--- config.mk ---
export PLATFORM = sky130hd
export DESIGN_NAME = fft_stream_host
export DESIGN_NICKNAME = d
export VERILOG_FILES = /design/src/rtl/fft_host_pkg.sv /design/src/rtl/sync_fifo.sv /design/src/rtl/fft_stream_host.sv
export SDC_FILE = /design/constraint.sdc
export NUM_CORES = 1
export LEC_CHECK = 0
export CAP_MARGIN = 5
export CORE_MARGIN = 8
export CORE_UTILIZATION = 40
export DETAILED_ROUTE_END_ITERATION = 10
export PLACE_DENSITY_LB_ADDON = 0.3
export SLEW_MARGIN = 0
export SYNTH_ARGS = -nofsm -noshare
export SYNTH_HDL_FRONTEND = slang
export SYNTH_SLANG_ARGS = --single-unit
--- constraint.sdc ---
create_clock -name i_clk -period 8.3 [get_ports i_clk]
set_clock_uncertainty 0.1 [all_clocks]
set_input_delay 1.66 -clock i_clk [delete_from_list [all_inputs] [get_ports i_clk]]
set_output_delay 1.66 -clock i_clk [all_outputs]
set_load 0.02 [all_outputs]
--- src/rtl/fft_host_pkg.sv ---
// Shared types and default widths for the FFT streaming host.
package fft_host_pkg;

  localparam int unsigned DEF_IDX_W      = 12;
  localparam int unsigned DEF_BURST_W    = 2;
  localparam int unsigned DEF_FIFO_DEPTH = 16;
  localparam int unsigned SMP_W          = 16;
  localparam int unsigned RES_W          = 32;

  typedef enum logic [1:0] {
    IDLE    = 2'd0,
    SEND    = 2'd1,
    COLLECT = 2'd2,
    DONE    = 2'd3
  } state_t;

  // One FFT result word as carried on the write channel.
  typedef struct packed {
    logic [15:0] re;
    logic [15:0] im;
  } result_t;

endpackage

--- src/rtl/sync_fifo.sv ---
// Single-clock FIFO with wrap-bit pointers and an always-visible head entry.
module sync_fifo #(
  parameter int unsigned WIDTH = 16,
  parameter int unsigned DEPTH = 16
) (
  input  logic             clk,
  input  logic             rst_n,
  input  logic             push,
  input  logic [WIDTH-1:0] data_in,
  input  logic             pop,
  output logic [WIDTH-1:0] head,
  output logic             full,
  output logic             empty
);

  localparam int unsigned AW = $clog2(DEPTH);

  logic [WIDTH-1:0] mem [DEPTH];
  logic [AW:0]      wr_ptr;
  logic [AW:0]      rd_ptr;
  logic             push_ok;
  logic             pop_ok;

  assign empty   = (wr_ptr == rd_ptr);
  assign full    = (wr_ptr[AW] != rd_ptr[AW]) && (wr_ptr[AW-1:0] == rd_ptr[AW-1:0]);
  assign push_ok = push && !full;
  assign pop_ok  = pop && !empty;
  assign head    = mem[rd_ptr[AW-1:0]];

  // Pointer update; the extra MSB separates full from empty after wrap.
  always_ff @(posedge clk or negedge rst_n) begin
    if (!rst_n) begin
      wr_ptr <= '0;
      rd_ptr <= '0;
    end else begin
      if (push_ok) wr_ptr <= wr_ptr + (AW+1)'(1);
      if (pop_ok)  rd_ptr <= rd_ptr + (AW+1)'(1);
    end
  end

  // Storage write; entries are only visible once the write pointer passes them.
  always_ff @(posedge clk) begin
    if (push_ok) mem[wr_ptr[AW-1:0]] <= data_in;
  end

endmodule

--- src/rtl/fft_stream_host.sv ---
// Host-side peer of the FFT engine: streams buffered samples out, collects indexed results.
module fft_stream_host
  import fft_host_pkg::*;
#(
  parameter int unsigned BURST_W    = DEF_BURST_W,
  parameter int unsigned IDX_W      = DEF_IDX_W,
  parameter int unsigned FIFO_DEPTH = DEF_FIFO_DEPTH
) (
  input  logic                 i_clk,
  input  logic                 i_rstn,
  input  logic                 i_start,
  input  logic [IDX_W-1:0]     i_samp_number,
  input  logic [SMP_W-1:0]     i_smp_data,
  input  logic                 i_smp_valid,
  output logic                 o_smp_ready,
  output logic [SMP_W-1:0]     o_RDATA,
  output logic                 o_RVALID,
  input  logic                 i_RREADY,
  input  logic [BURST_W-1:0]   i_RBURST,
  input  logic [RES_W-1:0]     i_WDATA,
  input  logic                 i_WVALID,
  output logic                 o_WREADY,
  input  logic [BURST_W-1:0]   i_WBURST,
  output logic [RES_W-1:0]     o_res_data,
  output logic [IDX_W-1:0]     o_res_index,
  output logic                 o_res_valid,
  input  logic                 i_res_ready,
  output logic                 o_busy,
  output logic                 o_done,
  output logic [2*BURST_W-1:0] o_burst_status
);

  state_t             state;
  logic [IDX_W-1:0]   n_lat;
  logic [IDX_W-1:0]   sent_cnt;
  logic [IDX_W-1:0]   rcv_cnt;
  logic [IDX_W-1:0]   last_idx;
  result_t            res_q;
  logic [IDX_W-1:0]   res_index;
  logic               res_valid;
  logic [BURST_W-1:0] rburst_q;
  logic [BURST_W-1:0] wburst_q;

  logic               fifo_full;
  logic               fifo_empty;
  logic [SMP_W-1:0]   fifo_head;
  logic               push;
  logic               r_valid;
  logic               r_beat;
  logic               w_ready;
  logic               w_beat;

  assign push     = i_smp_valid && !fifo_full;
  assign r_valid  = (state == SEND) && !fifo_empty;
  assign r_beat   = r_valid && i_RREADY;
  assign w_ready  = (state == COLLECT) && (!res_valid || i_res_ready);
  assign w_beat   = i_WVALID && w_ready;
  assign last_idx = n_lat - IDX_W'(1);

  sync_fifo #(
    .WIDTH (SMP_W),
    .DEPTH (FIFO_DEPTH)
  ) u_fifo (
    .clk     (i_clk),
    .rst_n   (i_rstn),
    .push    (push),
    .data_in (i_smp_data),
    .pop     (r_beat),
    .head    (fifo_head),
    .full    (fifo_full),
    .empty   (fifo_empty)
  );

  // Transform sequencing: latch length, count sample and result beats.
  always_ff @(posedge i_clk or negedge i_rstn) begin
    if (!i_rstn) begin
      state    <= IDLE;
      n_lat    <= '0;
      sent_cnt <= '0;
      rcv_cnt  <= '0;
    end else begin
      case (state)
        IDLE: begin
          if (i_start) begin
            n_lat    <= i_samp_number;
            sent_cnt <= '0;
            rcv_cnt  <= '0;
            state    <= (i_samp_number == '0) ? DONE : SEND;
          end
        end
        SEND: begin
          if (r_beat) begin
            sent_cnt <= sent_cnt + IDX_W'(1);
            if (sent_cnt == last_idx) state <= COLLECT;
          end
        end
        COLLECT: begin
          if (w_beat) begin
            rcv_cnt <= rcv_cnt + IDX_W'(1);
            if (rcv_cnt == last_idx) state <= DONE;
          end
        end
        DONE: state <= IDLE;
        default: state <= IDLE;
      endcase
    end
  end

  // Result output register; holds until the consumer takes it or a new beat replaces it.
  always_ff @(posedge i_clk or negedge i_rstn) begin
    if (!i_rstn) begin
      res_q     <= '0;
      res_index <= '0;
      res_valid <= 1'b0;
    end else if (w_beat) begin
      res_q     <= result_t'(i_WDATA);
      res_index <= rcv_cnt;
      res_valid <= 1'b1;
    end else if (i_res_ready) begin
      res_valid <= 1'b0;
    end
  end

  // Capture burst sideband of the most recent accepted beat on each channel.
  always_ff @(posedge i_clk or negedge i_rstn) begin
    if (!i_rstn) begin
      rburst_q <= '0;
      wburst_q <= '0;
    end else begin
      if (r_beat) rburst_q <= i_RBURST;
      if (w_beat) wburst_q <= i_WBURST;
    end
  end

  assign o_smp_ready    = !fifo_full;
  assign o_RVALID       = r_valid;
  assign o_RDATA        = r_valid ? fifo_head : '0;
  assign o_WREADY       = w_ready;
  assign o_res_data     = res_q;
  assign o_res_index    = res_index;
  assign o_res_valid    = res_valid;
  assign o_busy         = (state != IDLE);
  assign o_done         = (state == DONE);
  assign o_burst_status = {wburst_q, rburst_q};

endmodule
==> flow_metrics.tcl <==
set metrics [dict create \
    cts_hold_buf 0 \
    ctsRootBufferMaster "clkbuf_16" \
    ios 141 \
    power_density_nw_per_um2 352 \
    fill_cells 3050 \
    crit_family "simple AND/OR/NAND/NOR gates" \
    timing.rr.end "state[1]" \
    hold_path_class "register to register" \
    cp-end-kind "output port" \
    drc 0 \
    critical_path_required_ns 6.54 \
    fin_crit_ns 5.85 \
    post_cts_buffers 0 \
    path_cells "buf_4, xor2_1, nor4_1, nand2_1, and3_1, clkdlybuf4s50_1" \
    clock-sinks 353 \
    cts_made_buffers 40 \
    clock_latency_ns 0.56 \
    path_class "register to output port" \
    synth_seq_area_share 0.682 \
    arrival_ns 4.09 \
    pwr-share-comb 0.346 \
    dp_hpwl_um 21000 \
    gp_congestion 0.844 \
    start_kind "register" \
    hold_path_end "o_res_index[0]" \
    cpPeakStageDelay_ns 0.75 \
    cts_tree "yes" \
    grt_setup_unrepaired "false" \
    intPower_uw 4310 \
    fin_nets 1100 \
    grt_max_degree 69 \
    fin_tns_setup_ns 0 \
    path_max_fanout 68 \
    synthCells 859 \
    vdd_drop_max_mv 0.216 \
    post-route-period-util 0.705 \
    finalHoldViolCount 0 \
    postRouteAntennaNets 0 \
    async_flop_share 0.275 \
    cp_slowest_cell "buf_4" \
    drive_gt1_frac 0.224 \
    r2r_start "state[1]" \
    rrSetupSlack_ns 4.60 \
    fmax_mhz 171 \
    critPathBufInv 2 \
    grt_pass1_vias 8683 \
    leakage_uw 0.00638 \
    dr_total_vias 8323 \
    grt_pass1_wl_um 52800 \
    avgViaCountPerCell 5.50 \
    clock_power_share 0.270 \
    outcome "complete, no violations" \
    clk_path_buf_depth 3 \
    initial_utilization 0.405 \
    relSlewSlack 0.227 \
    power_uw 6370 \
    slew_violations 0 \
    reg2reg_depth 10 \
    whs_path_depth 2 \
    drt_iter0_drc 807 \
    synthFlopType "edfxtp_1" \
    tightest_slew_ns 1.16 \
    wl_per_cell_um 22.8 \
    grt-ovfl-total 0 \
    setup_viol 0 \
    clkSlewWorstSetupHoldPaths_ns 0.06 \
    firstDrtPassIters 5 \
    ys_seq_elements 353 \
    ys.warnings.count 0 \
    post_cts_resize_count 0 \
    drt-total-wl_um 34500 \
    final_common_cell "edfxtp_1" \
    cap_violations 0 \
    post_dp_cell_area_sq_um 16800 \
    holdCritStartpoint "o_res_index[0]" \
    yosys-top-cells-area "edfxtp_1, dfrtp_1, mux4_2, mux2_2, xor2_1" \
    netlist_area_sq_um 14800 \
    layout_common_cells "edfxtp_1, clkdlybuf4s50_1, dfrtp_1" \
    portBuffers 140 \
    switchingPower_uw 2070 \
    synth_edf_count 256 \
    synth.distinct_cells 61 \
    track_usage 0.158 \
    syn_avg_cell_area_sq_um 17.3 \
    antenna_found_initial 2 \
    dieArea_sq_um 43500 \
    yosys.area.top_type "edfxtp_1" \
    rows 70 \
    htreeDepth 2 \
    fp.dieW_um 209 \
    core_area_sq_um 36600 \
    syn_nets 943 \
    synth.top_cell.area_share 0.518 \
    swShare 0.325 \
    die_y_um 209 \
    p_seq_frac 0.383 \
    area_delta_synth_final_pct 22.2 \
    fin_area_sq_um 18100 \
]
==> layer usage <==
layer / track usage / part of all wire / up-vias
met5: 0 / 0.00041 / -
met4: 0.0571 / 0.029 / 2
met3: 0.0359 / 0.060 / 61
met2: 0.265 / 0.50 / 243
met1: 0.199 / 0.41 / 4293
li1: - / - / 3724
==> layout make-up <==
type / count / area (sq um) / share of cell area
sequential: 353 / 10100 / 0.558
clock buffer: 52 / 1070 / 0.0588
clock inverter: 18 / 214 / 0.0118
multi-input combinational: 439 / 4500 / 0.248
antenna: 2 / 5.00 / 0.000276
inverter: 21 / 78.8 / 0.00435
timing repair buffer: 161 / 1560 / 0.0859
tap: 468 / 586 / 0.0323
==> cell usage after synthesis (15+ instances only) <==
master    instances
a21oi_1          15
and3_1           23
clkbuf_1         28
dfrtp_1          97
edfxtp_1        256
inv_1            21
mux2_2           60
mux4_2           80
nand2_1          31
nor2_1           28
o21ai_0          18
xnor2_1          20
xor2_1           21
==> metrics by stage <==
step / setup WS [ns] / hold WS, ns / utilization / std cells
final: 2.45 / 0.391 / 0.495 / 1514
after global routing: 2.23 / 0.418 / 0.495 / 1513
after CTS: 2.40 / 0.390 / 0.495 / 1512
after detailed placement: 3.03 / 0.376 / 0.460 / 1442
after global placement: 3.08 / 0.368 / 0.460 / 1442
after floorplan: 3.79 / 0.362 / - / 859
==> how the worst max path moves through the flow <==
stage / startpoint / endpoint / cells past startpoint
2_1_floorplan: u_fifo.rd_ptr[0] / o_RDATA[0] / 6
3_3_place_gp: u_fifo.rd_ptr[0] / o_RDATA[7] / 5
3_5_place_dp: u_fifo.rd_ptr[1] / o_RDATA[8] / 6
4_1_cts: u_fifo.rd_ptr[1] / o_RDATA[8] / 6
5_1_grt: u_fifo.rd_ptr[1] / o_RDATA[8] / 6
6_report: u_fifo.rd_ptr[1] / o_RDATA[8] / 6
==> sequential cells by signal, indices dropped and copies added, names as in the netlist, 5 cells and up <==
register,cells
rcv_cnt,12
o_res_index,12
n_lat,12
u_fifo.rd_ptr,5
sent_cnt,12
u_fifo.wr_ptr,5
o_res_data,32
u_fifo.mem,256
==> power by group through the flow <==
| stage | Combinational (uW) | Sequential (uW) | Clock (uW) |
|---|---|---|---|
| 3_5_place_dp | 2230 | 2480 | 0 |
| 6_report | 2210 | 2440 | 1720 |
| 5_1_grt | 2360 | 2480 | 1840 |
| 3_3_place_gp | 2200 | 2470 | 0 |
| 4_1_cts | 2240 | 2450 | 1770 |
| 2_1_floorplan | 1410 | 2460 | 0 |
==> cells by family after synthesis <==
| group | Yosys count | share of synthesized area |
|---|---|---|
| flops | 353 | 0.682 |
| simple gates | 174 | 0.0659 |
| mux | 142 | 0.168 |
| compound gates | 69 | 0.0309 |
| buf+inv | 67 | 0.0180 |
| xor+xnor | 41 | 0.0242 |
| fa+ha+maj | 13 | 0.0110 |
==> worst reg2reg max path, cell delays in order (launching register included) <==
cell and delay, ns:
dfrtp_1 0.40, inv_1 0.12, ha_1 0.60, buf_4 0.35, inv_1 0.09, a211oi_1 0.81, buf_4 0.29, nand4b_1 0.13
nor4_1 0.38, o21ai_1 0.15, mux2i_1 0.15
(Power assumes the default switching activity.)
